--- config.mk ---
export PLATFORM = sky130hd
export DESIGN_NAME = instr_encoder
export DESIGN_NICKNAME = d
export VERILOG_FILES = /design/src/rtl/instr_encoder.sv
export SDC_FILE = /design/constraint.sdc
export NUM_CORES = 1
export LEC_CHECK = 0
export CAP_MARGIN = 30
export CORE_MARGIN = 5
export CORE_UTILIZATION = 30
export CTS_BUF_LIST = sky130_fd_sc_hd__clkbuf_4
export CTS_CLUSTER_SIZE = 30
export DETAILED_ROUTE_END_ITERATION = 8
export GPL_ROUTABILITY_DRIVEN = 0
export PLACE_DENSITY_LB_ADDON = 0.15
export SLEW_MARGIN = 40
export SYNTH_ARGS = -nofsm -noshare
export SYNTH_HDL_FRONTEND = slang
export SYNTH_SLANG_ARGS = --single-unit
--- constraint.sdc ---
create_clock -name clk -period 4.2 [get_ports clk]
set_input_delay 0.63 -clock clk [delete_from_list [all_inputs] [get_ports clk]]
set_output_delay 0.63 -clock clk [all_outputs]
set_load 0.05 [all_outputs]
--- src/rtl/instr_encoder.sv ---
// instr_encoder: packs MIPS requests into machine words, buffers them in a FIFO and emits them with byte addresses.
// Optional macro ENC_STRICT_EN rejects legal kinds whose unused register/shift fields are nonzero.
module instr_encoder #(
  parameter int          DEPTH     = 4,
  parameter logic [31:0] BASE_ADDR = 32'h0000_3000
) (
  input  logic        clk,
  input  logic        reset,
  input  logic        in_valid,
  output logic        in_ready,
  input  logic [3:0]  in_kind,
  input  logic [4:0]  in_rs,
  input  logic [4:0]  in_rt,
  input  logic [4:0]  in_rd,
  input  logic [4:0]  in_shamt,
  input  logic [15:0] in_imm,
  input  logic [25:0] in_target,
  input  logic        in_last,
  output logic        out_valid,
  input  logic        out_ready,
  output logic [31:0] out_instr,
  output logic [31:0] out_addr,
  output logic        err,
`ifdef ENC_STRICT_EN
  output logic        strict_viol,
`endif
  output logic        done
);
  localparam int AW = $clog2(DEPTH);
  localparam logic [AW:0] FULL = (AW+1)'(DEPTH);
  typedef enum logic [1:0] {RUN, DRAIN, FIN} state_e;
  state_e         state_q, state_d;
  logic [31:0]    mem_q [DEPTH];
  logic [AW-1:0]  wr_q, rd_q;
  logic [AW:0]    cnt_q;
  logic [31:0]    addr_q, word;
  logic [3:0]     used;
  logic           err_q, ok, acc, push, pop, viol;
  // used = {rs, rt, rd, shamt} register fields the kind actually encodes
  always_comb begin
    word = '0;
    used = '0;
    case (in_kind)
      4'd0:  begin word = {6'h00, in_rs, in_rt, in_rd, 5'd0, 6'h20}; used = 4'b1110; end
      4'd1:  begin word = {6'h00, in_rs, in_rt, in_rd, 5'd0, 6'h22}; used = 4'b1110; end
      4'd2:  begin word = {6'h0d, in_rs, in_rt, in_imm}; used = 4'b1100; end
      4'd3:  begin word = {6'h23, in_rs, in_rt, in_imm}; used = 4'b1100; end
      4'd4:  begin word = {6'h2b, in_rs, in_rt, in_imm}; used = 4'b1100; end
      4'd5:  begin word = {6'h04, in_rs, in_rt, in_imm}; used = 4'b1100; end
      4'd6:  begin word = {6'h0f, 5'd0, in_rt, in_imm}; used = 4'b0100; end
      4'd7:  begin word = {6'h03, in_target}; used = 4'b0000; end
      4'd8:  begin word = {6'h00, in_rs, 15'd0, 6'h08}; used = 4'b1000; end
      4'd9:  begin word = {6'h00, 5'd0, in_rt, in_rd, in_shamt, 6'h00}; used = 4'b0111; end
      4'd10: begin word = {6'h21, in_rs, in_rt, in_imm}; used = 4'b1100; end
      4'd11: begin word = {6'h00, in_rs, in_rt, in_rd, 5'd0, 6'h2a}; used = 4'b1110; end
      4'd12: begin word = {6'h00, in_rs, in_rt, in_rd, 5'd0, 6'h07}; used = 4'b1110; end
      default: begin word = '0; used = 4'b0000; end
    endcase
  end
  assign viol = |{used[3] ? 5'd0 : in_rs, used[2] ? 5'd0 : in_rt,
                  used[1] ? 5'd0 : in_rd, used[0] ? 5'd0 : in_shamt};
`ifdef ENC_STRICT_EN
  logic strict_q;
  assign ok = (in_kind < 4'd14) && !viol;
  assign strict_viol = strict_q;
  always_ff @(posedge clk)
    strict_q <= !reset && acc && (in_kind < 4'd14) && viol;
`else
  logic unused_viol;
  assign unused_viol = viol;
  assign ok = in_kind < 4'd14;
`endif
  assign in_ready  = (state_q == RUN) && (cnt_q != FULL);
  assign acc       = in_valid && in_ready;
  assign push      = acc && ok;
  assign out_valid = cnt_q != '0;
  assign pop       = out_valid && out_ready;
  assign out_instr = out_valid ? mem_q[rd_q] : '0;
  assign out_addr  = addr_q;
  assign err       = err_q;
  assign done      = state_q == FIN;
  always_comb
    state_d = (state_q == RUN && acc && in_last) ? DRAIN :
              (state_q == DRAIN && cnt_q == '0) ? FIN : state_q;
  always_ff @(posedge clk)
    if (push) mem_q[wr_q] <= word;
  always_ff @(posedge clk) begin
    if (reset) begin
      state_q <= RUN;
      wr_q    <= '0;
      rd_q    <= '0;
      cnt_q   <= '0;
      addr_q  <= BASE_ADDR;
      err_q   <= 1'b0;
    end else begin
      state_q <= state_d;
      wr_q    <= wr_q + AW'(push);
      rd_q    <= rd_q + AW'(pop);
      cnt_q   <= cnt_q + (AW+1)'(push) - (AW+1)'(pop);
      addr_q  <= pop ? addr_q + 32'd4 : addr_q;
      err_q   <= err_q | (acc && !ok);
    end
  end
endmodule

Word level (Yosys, flattened, before mapping). Memory sizes are Yosys's and may differ from the RTL's. A register that Yosys moved wholly into a read port is not among the register bits. Index checks and enable logic that the tools add are counted.

Register bits: 42. Input port bits: 71. Output and inout port bits: 68. Logic and storage cells: 52. Memories kept: 1. Memory bits (writable): 128.

Equality and inequality tests: 15. Reductions and logical operators: 15. Muxes and demuxes: 7. Bitwise gates (word level): 1. Order comparisons: 1. Add/sub/neg operators: 5.

Memory list: mem_q (words 4, width 32, read ports 1, clocked after Yosys merged registers in 1, wr ports 1, line 33) `logic [31:0] mem_q [DEPTH];`.

Operators by type and width (count): $pmux W32 S13 (1); $add A32 B3 Y32 const B (1); $mux W32 (1); $eq A4 B4 Y1 const B (5); $eq A4 B3 Y1 const B (4); $eq A4 B2 Y1 const B (2); $logic_and A1 B1 Y1 (8); $add A2 B1 Y2 (2); $eq A4 B1 Y1 const B (1); $logic_not A4 Y1 (1); $lt A4 B4 Y1 const B (1); $mux W1 (4); $add A3 B1 Y3 (1); $logic_not A3 Y1 (1); $ne A3 B3 Y1 const B (1); $reduce_bool A3 Y1 (1); $sub A3 B1 Y3 (1); $eq A2 B1 Y1 const B (1); $eq A2 B2 Y1 const B (1); $logic_not A2 Y1 (1); $mux W2 (1); $reduce_bool A2 Y1 (1); $reduce_or A2 Y1 (1); $logic_not A1 Y1 (1); $or A1 B1 Y1 (1).

Depth between registers and ports, before layout. Gate-level depths: netlist of run 1.

Depth after elaboration: 6. Gate-level depth with buffers: 12. Mapped depth without buffers: 11.

Least setup slack after synthesis of run 1. Ideal clock, no wire load.

Path type: input to register. From: in in_valid. To: mem mem_q[1][0], enable pin. Path slack: -0.082 ns. Stages on the path: 4. Data arrival time: 3.818 ns. Buffers on the path: 0. Library setup time: 0.464 ns. Required time: 3.736 ns. Cell sequence: inv_1 > a2111oi_0 > nand2_1 > nor3b_1.

Cells in the longest elaborated chain, start to end: 4.

RTL lines: from (decl) (line 9) `input logic in_valid,`; $logic_and A1 B1 Y1 (line 74) `assign acc = in_valid && in_ready;`; $logic_and A1 B1 Y1 (line 75) `assign push = acc && ok;`; $mux W1 (line 86) `if (push) mem_q[wr_q] <= word;`; $mux W1 (implied by the code) (line 86); to (decl) (line 33).

Every way passes these cells.

==> impl_metrics.toml, run 1 <==
[route]
vias = 5076
vias_per_cell = 4.96
dr.pass1.iters = 5
drtIter0Drc = 347
drt-total-wl_um = 19100
antenna_left = 0
drc = 0
wl_per_cell_um = 18.7

[logic_synthesis]
yosys.area_share.simple = 0.125
ys_ff_latch = 164
synth_edf_count = 124
yosys.area_share.xor_xnor = 0.0178
synthAdderAreaFrac = 0.0112
synth.distinct_cells = 53
synthArstFlopShare = 0
synthMuxAreaShare = 0.105
synth-compound-area-share = 0.0975
netlist_area_um2 = 7380
synth_top_family_by_area = "simple AND/OR/NAND/NOR gates"
syn_inst = 547
syn_avg_cell_area_um2 = 13.5
yosysSeqAreaShare = 0.613
synth_ff_type = "edfxtp_1"
yosysWarnings = 0

[sta]
rsz0062_at_grt = "no"
period_share = 0.829
hold_viol_final = 0
fmax_mhz = 287
hold-worst-slack_ns = 0.491
setup_viol = 0
fin_tns_setup_ns = 0
tightest_slew_ns = 0.711
drv_slew = 0
worst_clock_skew_ns = 0.0178
timing.slew.headroom = 0.525
fin_crit_ns = 3.48

[global_routing]
grt_pass1_vias = 5116
grt-ovfl-total = 0
antenna_found_initial = 1
grt_usage = 0.137
grt_pass1_wl_um = 29800
grt_max_degree = 46

[run_status]
status = "finished, final reports clean"

[clocking]
clockBufferDepth = 2
numCtsBuffers = 17
ctsHoldBuffers = 0
ctsResizeCount = 0
insertion_delay_ns = 0.55
tritoncts = "built"
cts_sinks = 164
post_cts_buffers = 0
cts_root_buffer = "clkbuf_4"
htree_levels = 4
path_clk_slew_ns = 0.12

[power_and_ir_drop]
power.leakage_nw = 3.10
ir_drop_mv = 0.317
p_per_area_nw_per_um2 = 547

[floorplanning]
initial_core_util = 0.304
core_um2 = 24200
die_y_um = 167
die_area_um2 = 27800
io_pins = 139
placementRows = 57
fp.dieW_um = 167

[finish]
fillers = 2339
fin_nets = 762
drive_gt1_frac = 0.140
final_area_um2 = 9440
synthToLayoutAreaGrowth_pct = 27.9
most-common-layout-cells = "135 x clkdlybuf4s50_1, 124 x edfxtp_1, 38 x dfxtp_1"
seqCellArea_um2 = 4530
fin_cells = 1024
multiInputGateArea_um2 = 2670
final_common_cell = "clkdlybuf4s50_1"

[critical_path]
path_max_fanout = 25
cp_cell_sequence = "buf_12, mux4_2, and2_1, clkdlybuf4s50_1"
cpPeakStageDelay_ns = 0.69
worst-r2r-setup-slack_ns = 1.53
crit_slowest_cell = "clkdlybuf4s50_1"
end_kind = "output port"
path_delay_family = "buffers and inverters"
cp.buffers_inverters = 2
reg2reg_to = "cnt_q[2]$_SDFF_PP0_"
arrival_ns = 2.85
r2r.worst_path.cells = 12
required_ns = 3.57
cp-start-kind = "flip-flop"
r2r-start = "cnt_q[1]$_SDFF_PP0_"
crit_type = "reg2out"

[place]
dp.cells = 989
io_buffers = 135
placed_cell_area_um2 = 9160
dpl.hpwl_um = 13300

[worst_hold_path]
hp-start = "err$_SDFF_PP0_"
hold_end = "err$_SDFF_PP0_"
whs_path_depth = 2
min_path_type = "reg2reg"

[flow_run]
maxCapViolCount = 0
per-layer routing:
layer	track usage	wire [µm]	vias up
li1	-	-	2395
met2	0.222	9120	154
met3	0.0374	1110	12
met5	0	0	-
met4	0.0359	192	0
met1	0.182	8700	2515
worst min-delay path: cells and delay by family, from the launching register on:
kind	cells	cell delay [ns]
flops	1	0.35
compound gates	1	0.04
simple gates	1	0.07
power by group:
| part | internal, mW | leakage, nW | switching (mW) |
|---|---|---|---|
| Clock | 0.315 | 0.138 | 0.569 |
| Sequential | 1.94 | 1.47 | 0.101 |
| Combinational | 0.856 | 1.49 | 1.39 |
| Total | 3.11 | 3.10 | 2.06 |
sequential cells by signal, indices dropped and copies added, names as in the netlist:
| name | flops |
|---|---|
| rd_q | 2 |
| wr_q | 2 |
| cnt_q | 3 |
| mem_q | 124 |
| err | 1 |
| state_q | 2 |
| out_addr | 30 |
synth_stat cells, types with 3 or more instances:
| library cell | count | area (µm²) |
|---|---|---|
| edfxtp_1 | 124 | 3720 |
| dfxtp_1 | 40 | 801 |
| and2_1 | 37 | 231 |
| mux4_2 | 31 | 698 |
| nor2_1 | 29 | 109 |
| clkbuf_1 | 25 | 93.8 |
| a21oi_1 | 24 | 120 |
| o21ai_0 | 18 | 90.1 |
| a22o_1 | 17 | 149 |
| inv_1 | 16 | 60.1 |
| nand2_1 | 16 | 60.1 |
| nand3_1 | 16 | 80.1 |
| nand4_1 | 12 | 75.1 |
| nor2b_1 | 10 | 62.6 |
| or4_1 | 10 | 75.1 |
| nor3_1 | 9 | 45.0 |
| xnor2_1 | 9 | 78.8 |
| a21o_1 | 8 | 60.1 |
| o31ai_1 | 8 | 60.1 |
| xor2_1 | 6 | 52.6 |
| a221o_1 | 5 | 50.1 |
| a32oi_1 | 5 | 43.8 |
| buf_2 | 5 | 25.0 |
| ha_1 | 5 | 62.6 |
| mux2_2 | 5 | 56.3 |
| nor4_1 | 5 | 31.3 |
| and3_1 | 4 | 25.0 |
| buf_1 | 4 | 15.0 |
| nand2b_1 | 4 | 25.0 |
| o22ai_1 | 4 | 25.0 |
| or3_1 | 4 | 25.0 |
| and4_1 | 3 | 26.3 |
| buf_4 | 3 | 22.5 |
kinds of logic after synthesis:
logic type,Yosys count
other cells,1
simple gates,166
buf+inv,54
compound gates,103
mux,38
xor+xnor,15
fa+ha+maj,6
flops,164
area by class of cell:
type | count | area share
multi-input cells | 331 | 0.283
clock buffers | 19 | 0.0151
repair buffers | 154 | 0.159
inverters | 17 | 0.00676
clock inverters | 13 | 0.0133
well taps | 324 | 0.0429
flip-flops and latches | 164 | 0.479
diodes | 2 | 0.000530
metrics by stage:
stage / power (mW) / utilization / worst slack [ns]
2_1_floorplan: 3.55 / - / -0.0820
5_1_grt: 5.45 / 0.389 / 0.515
3_5_place_dp: 4.36 / 0.378 / 0.741
4_1_cts: 5.26 / 0.389 / 0.590
3_3_place_gp: 4.36 / 0.378 / 0.890
6_report: 5.17 / 0.389 / 0.717
worst max-delay path by stage:
stage,startpoint,end,slack [ns],cells after the start
detailed placement,in_kind[2],mem_q[3][13]$_DFFE_PP_,0.74,7
CTS,rd_q[0]$_SDFF_PP0_,out_instr[3],0.59,4
finish,rd_q[0]$_SDFF_PP0_,out_instr[3],0.72,4
floorplan,in_valid,mem_q[1][0]$_DFFE_PP_,-0.08,4
global placement,in_kind[2],mem_q[0][12]$_DFFE_PP_,0.89,7
global route,rd_q[0]$_SDFF_PP0_,out_instr[3],0.51,4
(Power assumes the default switching activity.)
==> inputs of run 2 (changes only) <==
==> constraint.sdc (replaced) <==
create_clock -name clk -period 2.9 [get_ports clk]
set_input_delay 0.435 -clock clk [delete_from_list [all_inputs] [get_ports clk]]
set_output_delay 0.435 -clock clk [all_outputs]
set_load 0.05 [all_outputs]
==> run 2 against run 1 <==
  * Clock skew up 0.0072 ns
  * Global-route usage down 0.079 points
  * Utilization up 1.8 points
  * Power up 61%
  * Routed wire length down 3.0%
  * Worst hold slack worse by 0.21 ns
  * Register-to-register slack worse by 1.2 ns
  * Sequential share of layout area down 2.1 points
  * Critical path type is now reg2reg
  * Sequential power up 43%
  * Largest cell class unchanged
  * Design area up 4.6%
==> impl_metrics.toml, run 2 (synthesis gave the netlist of run 1 again) <==
[critical_path]
arrival_ns = 3.05
reg2reg_to = "cnt_q[2]$_SDFF_PP0_"
worst-r2r-setup-slack_ns = 0.30
r2r-start = "cnt_q[1]$_SDFF_PP0_"
cp-start-kind = "flip-flop"
required_ns = 3.34
end_kind = "flip-flop"
path_max_fanout = 5
crit_type = "reg2reg"
r2r.worst_path.cells = 12

[global_routing]
grt_pass1_wl_um = 29900
grt_max_degree = 32
grt-ovfl-total = 0
grt_usage = 0.136
grt_pass1_vias = 5285
antenna_found_initial = 1

[flow_run]
maxCapViolCount = 0

[clocking]
tritoncts = "built"
insertion_delay_ns = 0.56
cts_root_buffer = "clkbuf_4"
clockBufferDepth = 2
cts_sinks = 164
path_clk_slew_ns = 0.16
numCtsBuffers = 17
htree_levels = 4

[run_status]
status = "finished, final reports clean"

[route]
vias = 5094
wl_per_cell_um = 18.1
drtIter0Drc = 286
dr.pass1.iters = 5
antenna_left = 0
drt-total-wl_um = 18600
vias_per_cell = 4.96
drc = 0

[sta]
worst_clock_skew_ns = 0.0250
rsz0062_at_grt = "no"
setup_viol = 0
final.setup.worst_slack_ns = 0.296
fmax_mhz = 384
hold-worst-slack_ns = 0.283
drv_slew = 0
timing.slew.headroom = 0.578
tightest_slew_ns = 0.629
fin_crit_ns = 2.60
fin_tns_setup_ns = 0
period_share = 0.898
hold_viol_final = 0

[floorplanning]
die_area_um2 = 27800
initial_core_util = 0.304
core_um2 = 24200
io_pins = 139
fp.dieW_um = 167
die_y_um = 167
placementRows = 57

[finish]
synthToLayoutAreaGrowth_pct = 33.9
drive_gt1_frac = 0.188
fin_nets = 766
most-common-layout-cells = "124 x edfxtp_1, 101 x clkdlybuf4s50_1, 39 x dfxtp_1"
final_common_cell = "edfxtp_1"
regMostFlops = "mem_q"
final_area_um2 = 9880
largest_register_ffs = 124

[worst_hold_path]
hold_end = "out_addr[29]$_SDFFE_PP0P_"
min_path_type = "in2reg"
whs_path_depth = 2
hp-start = "reset"

[place]
placed_cell_area_um2 = 9590
dp_worst_setup_slack_ns = -0.0832
dpl.hpwl_um = 12800
io_buffers = 135

[power_and_ir_drop]
power.leakage_nw = 3.32
p_per_area_nw_per_um2 = 842
ir_drop_mv = 0.454
-- run 2: changes by cell type in the layout (fill, tap and decap cells not counted), sizes merged --
| cell | before | now |
|---|---|---|
| clkbuf | 20 | 17 |
| inv | 20 | 25 |
| buf | 18 | 56 |
| clkinvlp | 4 | 2 |
| diode | 2 | 1 |
| dlymetal6s2s | 0 | 1 |
| clkdlybuf4s50 | 135 | 101 |
| bufinv | 1 | 0 |
-- run 2: per-layer routing --
layer,global-route usage,share of wire,wire [µm],up-vias
met5,0,0,0,-
met4,0.0281,0.0062,115,0
met3,0.0348,0.043,799,8
met2,0.229,0.50,9340,123
met1,0.178,0.45,8300,2554
li1,-,-,-,2409
-- run 2: worst max-delay path, stage by stage, from the launching register on --
cell and delay [ns]:
dfxtp_1 0.51, nor2_1 0.09, a2111oi_0 0.40, buf_4 0.19
nand2_1 0.07, ha_1 0.29, inv_1 0.06, ha_1 0.14
inv_1 0.05, fa_1 0.37, xor2_1 0.18, xnor2_1 0.14
nor2_1 0.05
-- run 2: through the flow --
| step | power (mW) | cells | util |
|---|---|---|---|
| 2_1_floorplan | 5.14 | 549 | - |
| 3_3_place_gp | 7.11 | 994 | 0.396 |
| 4_1_cts | 8.46 | 1026 | 0.407 |
| 5_1_grt | 8.74 | 1027 | 0.407 |
| 6_report | 8.32 | 1027 | 0.407 |
| 3_5_place_dp | 7.13 | 994 | 0.396 |
-- run 2: cell type report --
cell class / instances / area [µm²]
Antenna cell: 1 / 2.50
Clock buffer: 17 / 128
Clock inverter: 15 / 156
Fill cell: 2276 / 14400
Inverter: 17 / 63.8
Multi-Input combinational cell: 331 / 2680
Sequential cell: 164 / 4530
Tap cell: 324 / 405
Timing Repair Buffer: 158 / 1920
-- run 2: how the worst max path moves through the flow --
stage	start	endpoint	slack (ns)	cells after the start
detailed placement	in_valid	cnt_q[2]$_SDFF_PP0_	-0.08	13
CTS	cnt_q[1]$_SDFF_PP0_	in_ready	0.08	3
floorplan	cnt_q[1]$_SDFF_PP0_	mem_q[1][0]$_DFFE_PP_	-0.21	4
global route	cnt_q[1]$_SDFF_PP0_	cnt_q[2]$_SDFF_PP0_	0.1	12
global placement	in_valid	cnt_q[2]$_SDFF_PP0_	0.002	13
finish	cnt_q[1]$_SDFF_PP0_	cnt_q[2]$_SDFF_PP0_	0.30	12
-- run 2: timing repair --
| item | in CTS | in global routing |
|---|---|---|
| hold buffers | 0 | 0 |
| gates resized for setup | 0 | 2 |
| setup buffers | 0 | 0 |
| endpoints found under the setup margin | 0 | 29 |
-- run 2: report_power, final --
group / internal, mW / switching, mW
Clock: 0.398 / 0.911
Combinational: 1.88 / 2.22
Sequential: 2.81 / 0.111
Total: 5.08 / 3.24
==> inputs of run 3 (changes only) <==
--- a/config.mk
+++ b/config.mk
@@ -5,6 +5,7 @@
 export SDC_FILE = /design/constraint.sdc
 export NUM_CORES = 1
 export LEC_CHECK = 0
+export ABC_AREA = 1
 export CAP_MARGIN = 30
 export CORE_MARGIN = 5
 export CORE_UTILIZATION = 30
@@ -12,6 +13,7 @@
 export CTS_CLUSTER_SIZE = 30
 export DETAILED_ROUTE_END_ITERATION = 8
 export GPL_ROUTABILITY_DRIVEN = 0
+export GPL_TIMING_DRIVEN = 0
 export PLACE_DENSITY_LB_ADDON = 0.15
 export SLEW_MARGIN = 40
 export SYNTH_ARGS = -nofsm -noshare
==> run 3 against run 2 <==
  * Power down 7.8%
  * Synthesized cell count up 50%
  * Routed wire length up 15%
  * Sequential power about the same
  * Register-to-register slack better by 0.11 ns
  * Largest cell class unchanged
  * Largest power group unchanged
==> impl_metrics.toml, run 3 <==
[route]
vias = 5971
dr.pass1.iters = 4
drtIter0Drc = 330
vias_per_cell = 4.50
antenna_left = 0
wl_per_cell_um = 16.1
drt-total-wl_um = 21300
drc = 0

[power_and_ir_drop]
power.leakage_nw = 3.60
ir_drop_mv = 0.341
p_per_area_nw_per_um2 = 792

[place]
dp_worst_setup_slack_ns = -0.151
dpl.hpwl_um = 15300
io_buffers = 135
placed_cell_area_um2 = 9420

[clocking]
numCtsBuffers = 17
tritoncts = "built"
cts_root_buffer = "clkbuf_4"
post_cts_buffers = 0
path_clk_slew_ns = 0.14
clockBufferDepth = 2
insertion_delay_ns = 0.56
htree_levels = 4
cts_sinks = 164
ctsHoldBuffers = 0

[worst_hold_path]
whs_path_depth = 2
min_path_type = "reg2reg"

[logic_synthesis]
yosys.area_share.xor_xnor = 0.00587
syn_inst = 823
synth_area_leaders = "edfxtp_1 50%, dfxtp_1 11%, nor2_1 9.6%"
ys_ff_latch = 164
yosysTopAreaCellShare = 0.499
yosysSeqAreaShare = 0.607
netlist_area_um2 = 7460
synthMuxAreaShare = 0
synthMostInstantiatedCell = "nor2_1"
yosysWarnings = 0
yosys-top-cells-count = "191 x nor2_1, 142 x nand2_1, 124 x edfxtp_1"
synthAdderAreaFrac = 0.0111
synth_ff_type = "edfxtp_1"
synth_top_family_by_area = "simple AND/OR/NAND/NOR gates"
yosys.area_share.simple = 0.218
synth_edf_count = 124
synthArstFlopShare = 0
synth-compound-area-share = 0.0995
syn_avg_cell_area_um2 = 9.06
synth.distinct_cells = 36
yosysTopAreaCell = "edfxtp_1"

[critical_path]
arrival_ns = 2.30
crit_type = "reg2out"
r2r.worst_path.cells = 11
cp-start-kind = "flip-flop"
path_max_fanout = 10
required_ns = 2.47
end_kind = "output port"

[sta]
hold_viol_final = 0
timing.slew.headroom = 0.495
fin_tns_setup_ns = 0
drv_slew = 0
fmax_mhz = 365
worst_clock_skew_ns = 0.0222
hold-worst-slack_ns = 0.460
tightest_slew_ns = 0.754
rsz0062_at_grt = "no"
period_share = 0.944
final.setup.worst_slack_ns = 0.162
fin_crit_ns = 2.74
setup_viol = 0

[finish]
regMostFlops = "mem_q"
drive_gt1_frac = 0.123
largest_register_ffs = 124
multiInputGateArea_um2 = 2550
final_area_um2 = 9690
final_common_cell = "nor2_1"
fillers = 2490
seqCellArea_um2 = 4530
fin_nets = 1068
finalCoreUtilization = 0.397
synthToLayoutAreaGrowth_pct = 29.9
most-common-layout-cells = "191 x nor2_1, 142 x nand2_1, 124 x edfxtp_1"

[flow_run]
maxCapViolCount = 0

[global_routing]
grt_pass1_wl_um = 32600
grt_pass1_vias = 5796
grt_max_degree = 18
grt_usage = 0.150
antenna_found_initial = 1
grt-ovfl-total = 0

[floorplanning]
initial_core_util = 0.306
placementRows = 57
die_y_um = 168
io_pins = 139
die_area_um2 = 28100
fp.dieW_um = 168
core_um2 = 24400

[run_status]
status = "finished, final reports clean"
## run 3: cell count changes after synthesis, sizes merged, moves of 13 or more
cell   previous run  this run
a21oi            24        45
a22o             17         0
and2             37         1
inv              16        76
mux4             31         0
nand2            16       145
nand3            16        29
nor2             29       198
o21ai            18        86
## run 3: metrics by stage
step,cells,power [mW]
detailed placement,1297,6.57
floorplan,825,5.20
CTS,1327,7.81
finish,1328,7.67
global route,1328,8.12
global placement,1284,6.48
## run 3: kinds of logic (layout without fill, tap and decap cells)
kind of cell / Yosys count / after routing
buf+inv: 109 / 287
other cells: 1 / 4
xor+xnor: 5 / 5
fa+ha+maj: 6 / 6
simple gates: 396 / 396
flops: 164 / 164
compound gates: 142 / 142
## run 3: final cells by class
class	instances	share of cell area
sequential	164	0.467
multi-input combinational	552	0.263
timing repair buffer	148	0.152
tap	324	0.0418
inverter	76	0.0294
buffer	32	0.0182
clock inverter	14	0.0139
clock buffer	17	0.0132
antenna	1	0.000258
## run 3: final timing paths
kind | startpoint | endpoint | slack (ns)
min | err$_SDFF_PP0_ | err$_SDFF_PP0_ | 0.46
max | rd_q[0]$_SDFF_PP0_ | out_instr[13] | 0.16
max reg2reg | cnt_q[1]$_SDFF_PP0_ | cnt_q[2]$_SDFF_PP0_ | 0.41
min reg2reg | err$_SDFF_PP0_ | err$_SDFF_PP0_ | 0.46
## run 3: worst max-delay path: stages, from the launching register on
cell and delay [ns]:
dfxtp_1 0.36, buf_2 0.23, buf_2 0.29, nor2_1 0.08
nor2_1 0.07, o21ai_0 0.08, a21oi_1 0.23, clkdlybuf4s15_2 0.41
## run 3: what timing repair did
action	CTS	global route
setup endpoints to repair	31	25
resized for setup	115	24
pin swaps	0	0
## run 3: power breakdown
part           internal, mW  switching [mW]  total, mW
Sequential             2.83          0.0957       2.92
Clock                 0.383           0.918       1.30
Combinational         0.973            2.47       3.45
## run 3: layer usage
metal | share of wire | routed length, µm | vias to the layer above | global-route usage
met5 | 0 | 0 | - | 0
met4 | 0.010 | 215 | 0 | 0.0371
met3 | 0.045 | 954 | 15 | 0.0309
met2 | 0.50 | 10600 | 119 | 0.254
met1 | 0.45 | 9550 | 2767 | 0.196
li1 | - | - | 3070 | -
